File: src/rtl/seg7_pkg.sv
// ============================================================================
// seg7_pkg : shared constants for the 7-segment scan driver
// Revision : 1.0
// ============================================================================
`default_nettype none

package seg7_pkg;

    // All segments dark, active-low
    localparam logic [6:0] SEG7_OFF = 7'h7F;

    // Active-high gfedcba patterns for hex digits 0..F
    localparam logic [6:0] SEG7_HEX [16] = '{
        7'h3F, 7'h06, 7'h5B, 7'h4F, 7'h66, 7'h6D, 7'h7D, 7'h07,
        7'h7F, 7'h6F, 7'h77, 7'h7C, 7'h39, 7'h5E, 7'h79, 7'h71
    };

    // Width of a digit index register for an n-digit display
    function automatic int seg7_idx_w(input int n);
        return (n > 1) ? $clog2(n) : 1;
    endfunction

endpackage

`default_nettype wire

File: src/rtl/seg7_hex_decode.sv
// ============================================================================
// seg7_hex_decode : hex nibble to active-low gfedcba segment pattern
// Revision : 1.0
// ============================================================================
`default_nettype none

module seg7_hex_decode
    import seg7_pkg::*;
(
    input  logic [3:0] nibble_i,
    output logic [6:0] seg_n_o
);

    assign seg_n_o = ~SEG7_HEX[nibble_i];

endmodule

`default_nettype wire

File: src/rtl/seg7_scan_driver.sv
// ============================================================================
// seg7_scan_driver : time-multiplexed N-digit 7-segment driver with blanking,
//                    leading-zero suppression and optional blink (SEG7_BLINK_EN)
// Revision : 1.0
// ============================================================================
`default_nettype none

module seg7_scan_driver
    import seg7_pkg::*;
#(
    parameter int N_DIGITS   = 4,
    parameter int SCAN_DIV   = 50000,
    parameter int BLINK_LOG2 = 24
) (
    input  logic                  clk,
    input  logic                  rst,
    input  logic                  load,
    input  logic [4*N_DIGITS-1:0] digits,
    input  logic [N_DIGITS-1:0]   points,
    input  logic [N_DIGITS-1:0]   blank,
    input  logic                  lz_en,
`ifdef SEG7_BLINK_EN
    input  logic [N_DIGITS-1:0]   blink,
`endif
    output logic [6:0]            seg_n,
    output logic                  dp_n,
    output logic [N_DIGITS-1:0]   an_n
);

    localparam int PW = $clog2(SCAN_DIV);
    localparam int IW = seg7_idx_w(N_DIGITS);

    logic [PW-1:0]         presc_q;
    logic [IW-1:0]         idx_q;
    logic [4*N_DIGITS-1:0] digits_q;
    logic [N_DIGITS-1:0]   points_q;
    logic [N_DIGITS-1:0]   blank_q;

    logic                  tc;
    logic [3:0]            sel_nib;
    logic [6:0]            dec_seg_n;
    logic [N_DIGITS-1:0]   lz_mask;
    logic                  upper_zero;
    logic                  force_dark;
    logic [6:0]            seg_d;
    logic                  dp_d;
    logic [N_DIGITS-1:0]   an_d;

    assign tc      = (presc_q == PW'(SCAN_DIV - 1));
    assign sel_nib = digits_q[{idx_q, 2'b00} +: 4];

    seg7_hex_decode u_dec (
        .nibble_i (sel_nib),
        .seg_n_o  (dec_seg_n)
    );

`ifdef SEG7_BLINK_EN
    logic [N_DIGITS-1:0]   blink_q;
    logic [BLINK_LOG2-1:0] blink_cnt_q;

    always_ff @(posedge clk) begin
        if (rst) begin
            blink_q     <= '0;
            blink_cnt_q <= '0;
        end else begin
            blink_cnt_q <= blink_cnt_q + 1'b1;
            if (load) begin
                blink_q <= blink;
            end
        end
    end

    assign force_dark = blank_q[idx_q] | (blink_q[idx_q] & blink_cnt_q[BLINK_LOG2-1]);
`else
    assign force_dark = blank_q[idx_q];
`endif

    // Digit k is a leading zero when it and every more significant nibble are zero
    always_comb begin
        upper_zero = 1'b1;
        lz_mask    = '0;
        for (int k = N_DIGITS - 1; k >= 1; k--) begin
            upper_zero = upper_zero & (digits_q[4*k +: 4] == 4'h0);
            lz_mask[k] = upper_zero;
        end
    end

    always_comb begin
        an_d  = ~(N_DIGITS'(1) << idx_q);
        seg_d = dec_seg_n;
        dp_d  = ~points_q[idx_q];
        if (force_dark) begin
            seg_d = SEG7_OFF;
            dp_d  = 1'b1;
        end else if (lz_en && lz_mask[idx_q]) begin
            seg_d = SEG7_OFF;
        end
        // One dark cycle on every slot change keeps the old digit from ghosting
        if (tc) begin
            an_d  = '1;
            seg_d = SEG7_OFF;
            dp_d  = 1'b1;
        end
    end

    always_ff @(posedge clk) begin
        if (rst) begin
            presc_q  <= '0;
            idx_q    <= '0;
            digits_q <= '0;
            points_q <= '0;
            blank_q  <= '1;
            seg_n    <= SEG7_OFF;
            dp_n     <= 1'b1;
            an_n     <= '1;
        end else begin
            if (tc) begin
                presc_q <= '0;
                idx_q   <= (idx_q == IW'(N_DIGITS - 1)) ? '0 : idx_q + 1'b1;
            end else begin
                presc_q <= presc_q + 1'b1;
            end
            if (load) begin
                digits_q <= digits;
                points_q <= points;
                blank_q  <= blank;
            end
            seg_n <= seg_d;
            dp_n  <= dp_d;
            an_n  <= an_d;
        end
    end

endmodule

`default_nettype wire

File: config.mk
export PLATFORM = sky130hd
export DESIGN_NAME = seg7_scan_driver
export DESIGN_NICKNAME = d
export VERILOG_FILES = /design/src/rtl/seg7_pkg.sv /design/src/rtl/seg7_hex_decode.sv /design/src/rtl/seg7_scan_driver.sv
export SDC_FILE = /design/constraint.sdc
export NUM_CORES = 1
export LEC_CHECK = 0
export CAP_MARGIN = 20
export CORE_ASPECT_RATIO = 2
export CORE_MARGIN = 1.5
export CORE_UTILIZATION = 40
export CTS_CLUSTER_SIZE = 24
export DETAILED_ROUTE_END_ITERATION = 8
export SLEW_MARGIN = 20
export SYNTH_ARGS = -nofsm -noshare
export SYNTH_HDL_FRONTEND = slang
export SYNTH_SLANG_ARGS = --single-unit
File: constraint.sdc
create_clock -name clk -period 4.1 [get_ports clk]
set_input_delay 0.82 -clock clk [delete_from_list [all_inputs] [get_ports clk]]
set_output_delay 0.82 -clock clk [all_outputs]
set_load 0.1 [all_outputs]
==> Word level (Yosys, flattened, before mapping) <==
Memory sizes are Yosys's and may differ from the RTL's.
Index checks and enable logic that the tools add are counted.
{ "totals": {"latchBits": 0, "word_cells": 39, "memories": 1, "rom_bits": 112, "ff_bits": 54, "ramBits": 0, "output_inout_bits": 12} }
{ "mem_list": {"columns": ["memory", "words", "word_bits", "read_ports", "rd_ports_with_merged_regs", "wr", "line_no", "rtl"], "rows": [
  ["(name not given)", 16, 7, 1, 0, 0, "seg7_hex_decode.sv:14", "assign seg_n_o = ~SEG7_HEX[nibble_i];"]
]} }
{ "op_classes": {"n_reduce_logical": 7, "n_mul": 0, "order_cmp": 2, "n_eq_ne": 2, "addsub": 2, "div_mod_pow": 0, "shifts": 2, "muxes": 9, "bitwise_logic": 6} }
{ "op_table": {"columns": ["operator", "n"], "rows": [
  ["$add 16x1->16 const B", 1],
  ["$eq 16x16->1 const B", 1],
  ["$shiftx 16x5->4", 1],
  ["$mux 7", 2],
  ["$logic_not 4->1", 3],
  ["$not 7->7", 1],
  ["$bmux 1 s2", 3],
  ["$ge 5x5->1 const B", 1],
  ["$not 4->5", 1],
  ["$not 4->4", 1],
  ["$reduce_or 4->1", 1],
  ["$shl 1x2->4 const A", 1],
  ["$lt 2x3->1 const B", 1],
  ["$mux 1", 3],
  ["$reduce_or 3->1", 1],
  ["$add 2x1->2 const B", 1],
  ["$and 1x1->1", 2],
  ["$eq 2x2->1 const B", 1],
  ["$mux 2", 1],
  ["$reduce_or 2->1", 1],
  ["$logic_and 1x1->1", 1],
  ["$not 1->1", 1]
]} }

==> Depth between registers and ports, before layout <==
Gate-level depths: netlist (run 1).
{ "logic_depth": {"word_depth": 7, "ltp_mapped": 8, "mapped_depth_nobuf": 7} }

==> Hierarchy <==
Synthesis (run 1) repeated with hierarchy kept, for this count alone.
{ "unflattened": {"hier_cells": 246, "hier_area_um2": 2467.4} }
{ "modules_own_cells": {"columns": ["mod", "seq_area_each_um2", "n_inst", "area_each_um2", "cells_per_inst"], "rows": [
  ["seg7_scan_driver", 1081.0, 1, 2222.1, 213],
  ["seg7_hex_decode", 0.0, 1, 245.2, 33]
]} }

==> Worst setup path after synthesis (run 1) <==
No wires, ideal clock.
{ "synth_timing": {"kind": "register to register", "start": "register idx_q[0]", "end": "register seg_n[0]", "slack_ns": 1.529, "period_less_slack_ns": 2.571, "path_stages_with_launch": 9, "t_arrival_ns": 2.422, "n_path_buf": 1, "path_cell_list": "dfxtp_1 -> clkbuf_1 -> mux4_2 -> inv_1 -> ha_1 -> or4b_2 -> o311a_1 -> a31oi_1 -> o211ai_1"} }
{ "synth_between": {"elab_chain_len": 6} }
{ "synth_lines": {"columns": ["item", "line_no", "rtl"], "rows": [
  ["start, declared", "seg7_scan_driver.sv:34", "logic [IW-1:0] idx_q;"],
  ["start signal, assigned", "seg7_scan_driver.sv:119", "idx_q <= (idx_q == IW'(N_DIGITS - 1)) ? '0 : idx_q + 1'b1;"],
  ["$shiftx 16x5->4", "seg7_scan_driver.sv:50", "assign sel_nib = digits_q[{idx_q, 2'b00} +: 4];"],
  ["$not 4->5 (not written as such)", "seg7_hex_decode.sv:14", null],
  ["$mem_v2 16x7", null, null],
  ["$mux 7 (not written as such) (2 in a row)", "seg7_hex_decode.sv:14", null],
  ["$not 7->7", "seg7_hex_decode.sv:14", null],
  ["end signal, assigned", "seg7_scan_driver.sv:128", "seg_n <= seg_d;"],
  ["end, declared", "seg7_scan_driver.sv:25", "output logic [6:0] seg_n,"]
]} }
Parallel ways exist; a longest one is shown, timed or not. The select of a mux whose other input is x is not followed.
A chain may end at the register's enable or synchronous reset.

==> Final worst setup path (run 1) <==
Ends and elaborated chain as after synthesis.

==> results.py, run 1 <==
metrics = {
    "worst_setup_path": {
        "startpoint_type": "register",
        "worstSetupEndpointType": "register",
        "timing_worst_setup_path_type": "register to register",
        "crit-reg2reg-launch": "idx_q[0]$_SDFFE_PP0P_",
        "arr_time_crit_path_ns": 2.84,
        "reg2reg_depth": 7,
        "critPathMaxFanout": 16,
        "worst-r2r-setup-slack_ns": 1.40,
        "endpoint_of_the_most_critical_register_to_register_path": "seg_n[0]$_SDFF_PP1_",
        "cp.required_ns": 4.24,
    },
    "synth": {
        "proportion_of_synthesized_flip_flops_having_asynchronous_set_or_reset": 0,
        "synth_enable_flop_cells": 0,
        "post-synth-top-count-cell": "sky130_fd_sc_hd__dfxtp_1",
        "synth_largest_area_cell": "sky130_fd_sc_hd__dfxtp_1",
        "share_of_yosys_cell_area_claimed_by_the_top_area_cell_type": 0.4316,
        "synthTopCellsByArea": "sky130_fd_sc_hd__dfxtp_1, sky130_fd_sc_hd__mux2i_1, sky130_fd_sc_hd__nor2_1",
        "syn_area_um2": 2505,
        "synth_nets": 292,
        "synth_sequential_area_ratio": 0.4316,
        "synth_warnings": 0,
        "avgSynthCellArea_um2": 9.901,
        "postSynthCellCount": 253,
        "synth.lib_cells_used.distinct": 39,
        "yosys_register_bits": 54,
        "ys.flop_type": "sky130_fd_sc_hd__dfxtp_1",
        "post_synth_most_frequent_cells": "sky130_fd_sc_hd__dfxtp_1, sky130_fd_sc_hd__nor2_1, sky130_fd_sc_hd__mux2i_1",
    },
    "floorplanning": {
        "initial_core_util": 0.4171,
        "die-area_um2": 6775,
        "placement_rows": 40,
        "die_y_um": 114.9,
        "ios": 40,
        "core-area_um2": 6006,
        "die_w_um": 58.96,
    },
    "sta": {
        "timing.clock.skew_ns": 0.004963,
        "fin_tns_setup_ns": 0,
        "rsz0062_at_grt": "no",
        "max_freq_mhz": 370.0,
        "max_slew_margin": 0.3511,
        "tightest_slew_ns": 0.9703,
        "timing_max_transition_violations_final": 0,
        "timing.final.crit_share": 0.6592,
        "setup_viol": 0,
        "fin_worst_hold_slack_ns": 0.4870,
        "final.min_clock_period_ns": 2.703,
        "finalHoldViolations": 0,
        "final.setup.worst_slack_ns": 1.397,
    },
    "clocking": {
        "cts_hold_buf": 0,
        "cts.root.buffer_cell": "sky130_fd_sc_hd__clkbuf_16",
        "cts_tree": "built",
        "cts-buffers-inserted": 5,
        "cts_resized": 0,
        "clock_tree.htree_level_count": 2,
        "clk-insertion-delay-late_ns": 0.29,
        "clock_sink_count": 54,
        "clk_pin_slew_worst_paths_ns": 0.07,
        "cts_post_setup_buffers_inserted": 0,
        "cts_buffer_depth": 2,
    },
    "power": {
        "power_density_nw_per_um2": 380.5,
        "ir_drop_mv": 0.2680,
        "leakagePower_uw": 0.001199,
    },
    "detailed_routing": {
        "detail_route.wl_per_cell_um": 15.41,
        "route.detailed.drc": 0,
        "ant_nets_after_route": 0,
        "dr_total_vias": 1940,
        "detail_route.iter0.violations": 62,
        "firstDrtPassIters": 4,
        "vias_per_cell": 5.465,
        "drt_wl_total_um": 5472,
    },
    "global_routing": {
        "grt_max_degree": 25,
        "grt_usage": 0.1731,
        "grt_overflow_total": 0,
        "antenna_violations_before_repair": 0,
        "grt_pass1_vias": 1934,
        "grt_pass1_wl_um": 8942,
    },
    "min_path": {
        "hold_path_startpoint": "blank_q[1]$_SDFFE_PP1P_",
        "timing.hold.worst.class": "register to register",
        "hold-path-cell-count": 2,
        "worst_hold_end": "blank_q[1]$_SDFFE_PP1P_",
    },
    "cells_and_area": {
        "insertedDiodeCount": 0,
        "final_nets": 330,
        "area_growth_pct": 24.78,
        "total_area_of_multi_input_combinational_cells_um2": 1356,
        "nFillCells": 562,
        "final_layout_size_suffix_gt1_frac": 0.08219,
        "final_core_utilization": 0.5204,
        "regArea_um2": 1081,
    },
    "place": {
        "replace_congestion": 0.8508,
        "pre_cts_ws_ns": 1.351,
        "dpl.hpwl_um": 4183,
        "placement.io_buffers": 39,
    },
    "status": {
        "status": "complete, no violations",
    },
    "flow_run": {
        "max_cap_violations": 0,
    },
}
-- worst max path at each step --
stage,from,endpoint,cells after the start,slack [ns]
finish,idx_q[0]$_SDFFE_PP0P_,seg_n[0]$_SDFF_PP1_,7,1.40
global route,idx_q[0]$_SDFFE_PP0P_,seg_n[0]$_SDFF_PP1_,7,1.17
CTS,idx_q[0]$_SDFFE_PP0P_,seg_n[0]$_SDFF_PP1_,7,1.39
detailed placement,rst,seg_n[1]$_SDFF_PP1_,6,1.35
global placement,rst,seg_n[1]$_SDFF_PP1_,6,1.37
floorplan,idx_q[0]$_SDFFE_PP0P_,seg_n[0]$_SDFF_PP1_,8,1.53
-- cell type report --
class,count,share of cell area
Inverter,8,0.009608
Sequential cell,54,0.3459
Multi-Input combinational cell,181,0.4339
Clock buffer,5,0.04003
Tap cell,63,0.02522
Clock inverter,3,0.01561
Timing Repair Buffer,41,0.1297
-- kinds of logic (layout without fill, tap and decap cells) --
group	Yosys count	in the layout	synth area share
AO/OA/AOI/OAI	22	22	0.06744
XOR/XNOR	14	14	0.04895
adder cells (fa/ha/maj)	11	11	0.05494
buffers and inverters	18	57	0.02697
flip-flops	54	54	0.4316
multiplexers	35	35	0.1713
AND/OR/NAND/NOR	99	99	0.1988
-- worst max-delay path, stage by stage (launching register included) --
cell and delay (ns):
sky130_fd_sc_hd__dfxtp_1 0.76, sky130_fd_sc_hd__mux4_2 0.41, sky130_fd_sc_hd__inv_1 0.10, sky130_fd_sc_hd__ha_1 0.25, sky130_fd_sc_hd__or4b_2 0.61, sky130_fd_sc_hd__o311a_1 0.14, sky130_fd_sc_hd__a31oi_1 0.16, sky130_fd_sc_hd__o211ai_1 0.11
-- sequential cells by signal (all words and copies together) (netlist names) --
name / cells
seg_n: 7
presc_q: 16
blank_q: 4
dp_n: 1
idx_q: 2
digits_q: 16
points_q: 4
an_n: 4
-- layout by cell type (no fill, tap or decap), drive strengths merged, types with 2 or more instances in the layout --
cell	instances
ha	11
or4	3
nand2b	6
xnor2	10
or4b	3
mux2	3
dfxtp	54
xor2	4
clkbuf	5
nand2	16
mux2i	26
mux4	6
o211ai	3
inv	9
o21ai	4
a31oi	2
nor3	6
clkdlybuf4s50	39
nand3	11
o2111ai	2
nand4	4
nor2	37
or3	3
a21oi	5
nor4	4
buf	2
-- routing by layer --
layer / up-vias / track usage / part of all wire
met5: - / 0 / 0
met4: 0 / 0.08182 / 0.029
met3: 10 / 0.03150 / 0.022
met2: 29 / 0.3274 / 0.57
met1: 924 / 0.1729 / 0.38
li1: 977 / - / -
-- through the flow --
stage	area, µm²	std cells	total power [µW]
3_3_place_gp	2952	347	711.3
4_1_cts	3126	355	1202
6_report	3126	355	1189
3_5_place_dp	2952	347	712.4
2_1_floorplan	2505	253	659.5
5_1_grt	3126	355	1235
-- power by group --
part | internal [µW] | total, µW | leakage, µW | switching, µW
Sequential | 544 | 562 | 0.000442 | 17.5
Combinational | 66.2 | 138 | 0.000675 | 71.6
Clock | 292 | 490 | 0.0000819 | 197
Power figures use the tool's default switching activity.
==> run 2: changes to the inputs <==
==> constraint.sdc (replaced) <==
create_clock -name clk -period 2.6 [get_ports clk]
set_input_delay 0.52 -clock clk [delete_from_list [all_inputs] [get_ports clk]]
set_output_delay 0.52 -clock clk [all_outputs]
set_load 0.1 [all_outputs]
==> run 2 against run 1 <==
Compared with the run above:
- global-route usage rose by 0.60 points
- setup slack got worse by 1.1 ns
- wire length is 1.1% higher
- flip-flop and latch count unchanged
==> results.py, run 2 (synthesis results as in run 1) <==
metrics = {
    "worst_setup_path": {
        "cp_cell_sequence": "mux4_2, inv_1, ha_1, or4b_2, o311a_1, a31oi_1, o211ai_1",
        "cp_num_buf_inv": 1,
        "timing_worst_setup_path_type": "register to register",
        "critPathMaxFanout": 5,
        "cp.required_ns": 2.73,
        "startpoint_type": "register",
        "timing.critical_path.from": "idx_q[0]$_SDFFE_PP0P_",
        "timing.critical_path.slowest_stage_cell": "sky130_fd_sc_hd__or4b_2",
        "worstSetupEndpointType": "register",
        "critical_path.max_stage_delay_ns": 0.61,
        "cpLargestDelayFamily": "simple AND/OR/NAND/NOR gates",
        "crit-reg2reg-launch": "idx_q[0]$_SDFFE_PP0P_",
        "arr_time_crit_path_ns": 2.43,
    },
    "cells_and_area": {
        "final_core_utilization": 0.5142,
        "regArea_um2": 1081,
        "top_registers": "digits_q x16, presc_q x16, seg_n x7",
        "nFillCells": 573,
        "post_route_non_filler_standard_cell_count": 358,
        "most_common_cell_after_layout_fill_and_taps_aside": "sky130_fd_sc_hd__dfxtp_1",
        "final_nets": 334,
        "final_layout_size_suffix_gt1_frac": 0.1288,
        "area_growth_pct": 23.28,
        "total_area_of_multi_input_combinational_cells_um2": 1356,
        "insertedDiodeCount": 0,
        "mostFrequentLayoutCells": "sky130_fd_sc_hd__dfxtp_1, sky130_fd_sc_hd__nor2_1, sky130_fd_sc_hd__clkdlybuf4s50_1",
    },
    "sta": {
        "final.setup.worst_slack_ns": 0.2972,
        "tightest_slew_ns": 0.6289,
        "finalHoldViolations": 0,
        "final.min_clock_period_ns": 2.303,
        "rsz0062_at_grt": "no",
        "fin_tns_setup_ns": 0,
        "timing.final.crit_share": 0.8857,
        "timing_max_transition_violations_final": 0,
        "max_slew_margin": 0.5789,
        "max_freq_mhz": 434.3,
        "timing.clock.skew_ns": 0.005173,
        "setup_viol": 0,
    },
    "floorplanning": {
        "die-area_um2": 6775,
        "die_w_um": 58.96,
        "core-area_um2": 6006,
        "ios": 40,
        "placement_rows": 40,
        "die_y_um": 114.9,
        "initial_core_util": 0.4171,
    },
    "power": {
        "intPower_uw": 1315,
        "leakagePower_uw": 0.001199,
        "comb_power_share": 0.125,
        "power_switching_share": 0.2419,
        "net-switching-power_uw": 419.6,
        "seq_power_share": 0.510,
        "clock_network_power_share": 0.364,
        "power_density_nw_per_um2": 561.6,
        "ir_drop_mv": 0.3130,
        "fin_total_pwr_uw": 1734,
    },
    "detailed_routing": {
        "dr_total_vias": 1949,
        "detail_route.iter0.violations": 65,
        "firstDrtPassIters": 4,
        "vias_per_cell": 5.444,
        "drt_wl_total_um": 5531,
        "ant_nets_after_route": 0,
        "detail_route.wl_per_cell_um": 15.45,
        "route.detailed.drc": 0,
    },
    "global_routing": {
        "grt_usage": 0.1791,
        "antenna_violations_before_repair": 0,
        "grt_pass1_vias": 1959,
        "grt_pass1_wl_um": 9218,
        "grt_max_degree": 25,
        "grt_overflow_total": 0,
    },
    "clocking": {
        "clk-insertion-delay-late_ns": 0.29,
        "cts_resized": 0,
        "clk_pin_slew_worst_paths_ns": 0.07,
        "cts_post_setup_buffers_inserted": 0,
        "clock_tree.htree_level_count": 2,
        "cts-buffers-inserted": 5,
        "cts_hold_buf": 0,
        "clock_sink_count": 54,
        "cts_buffer_depth": 2,
        "cts.root.buffer_cell": "sky130_fd_sc_hd__clkbuf_16",
        "cts_tree": "built",
    },
    "place": {
        "pre_cts_ws_ns": 0.2953,
        "replace_congestion": 0.8245,
        "place_inst": 351,
        "placement.io_buffers": 39,
        "dpl.hpwl_um": 4347,
    },
    "min_path": {
        "timing.hold.worst.class": "register to register",
        "hold_path_startpoint": "blank_q[3]$_SDFFE_PP1P_",
    },
    "status": {
        "status": "complete, no violations",
    },
    "flow_run": {
        "max_cap_violations": 0,
    },
}
[run 2: worst reg2reg max path, stage by stage, from the launching register on]
cell and delay [ns]:
sky130_fd_sc_hd__dfxtp_1 0.35, sky130_fd_sc_hd__mux4_2 0.41, sky130_fd_sc_hd__inv_1 0.10, sky130_fd_sc_hd__ha_1 0.25
sky130_fd_sc_hd__or4b_2 0.61, sky130_fd_sc_hd__o311a_1 0.14, sky130_fd_sc_hd__a31oi_1 0.18, sky130_fd_sc_hd__o211ai_1 0.11
[run 2: power groups by stage]
stage / Combinational, µW / Clock [µW] / Sequential [µW]
3_5_place_dp: 220 / 0 / 904
3_3_place_gp: 218 / 0 / 903
5_1_grt: 237 / 686 / 888
4_1_cts: 221 / 650 / 885
6_report: 217 / 632 / 885
2_1_floorplan: 109 / 0 / 931
[run 2: metrics by stage]
step | cell area, µm² | hold WS (ns)
final | 3088 | 0.4740
after global routing | 3088 | 0.4977
after CTS | 3088 | 0.4763
after detailed placement | 2952 | 0.4589
after global placement | 2952 | 0.4507
after floorplan | 2505 | 0.4358
[run 2: area by class of cell]
cell class / count / share of cell area
multi-input combinational: 181 / 0.4392
sequential: 54 / 0.3501
timing repair buffer: 45 / 0.1313
clock buffer: 6 / 0.04173
tap: 63 / 0.02553
inverter: 8 / 0.009724
clock inverter: 1 / 0.002431
[run 2: path summary, 6_finish.rpt]
kind	slack [ns]	depth (start not counted)	endpoint
worst min register to register	0.47	2	blank_q[3]$_SDFFE_PP1P_
worst max register to register	0.30	7	seg_n[0]$_SDFF_PP1_
worst min-delay path	0.47	2	blank_q[3]$_SDFFE_PP1P_
worst max-delay path	0.30	7	seg_n[0]$_SDFF_PP1_
[run 2: per-layer routing]
metal / vias to the layer above / part of all wire / global-route usage
li1: 980 / - / -
met5: - / 0 / 0
met4: 0 / 0.027 / 0.08636
met1: 915 / 0.37 / 0.1854
met3: 13 / 0.022 / 0.02137
met2: 41 / 0.58 / 0.3385
==> run 3: changes to the inputs <==
--- a/config.mk
+++ b/config.mk
@@ -11,6 +11,8 @@
 export CORE_UTILIZATION = 40
 export CTS_CLUSTER_SIZE = 24
 export DETAILED_ROUTE_END_ITERATION = 8
+export GPL_ROUTABILITY_DRIVEN = 1
+export PLACE_DENSITY = 0.6
 export SLEW_MARGIN = 20
 export SYNTH_ARGS = -nofsm -noshare
 export SYNTH_HDL_FRONTEND = slang
==> results of run 3 <==
The final DEF is identical to that of run 2; final timing and power are the same.
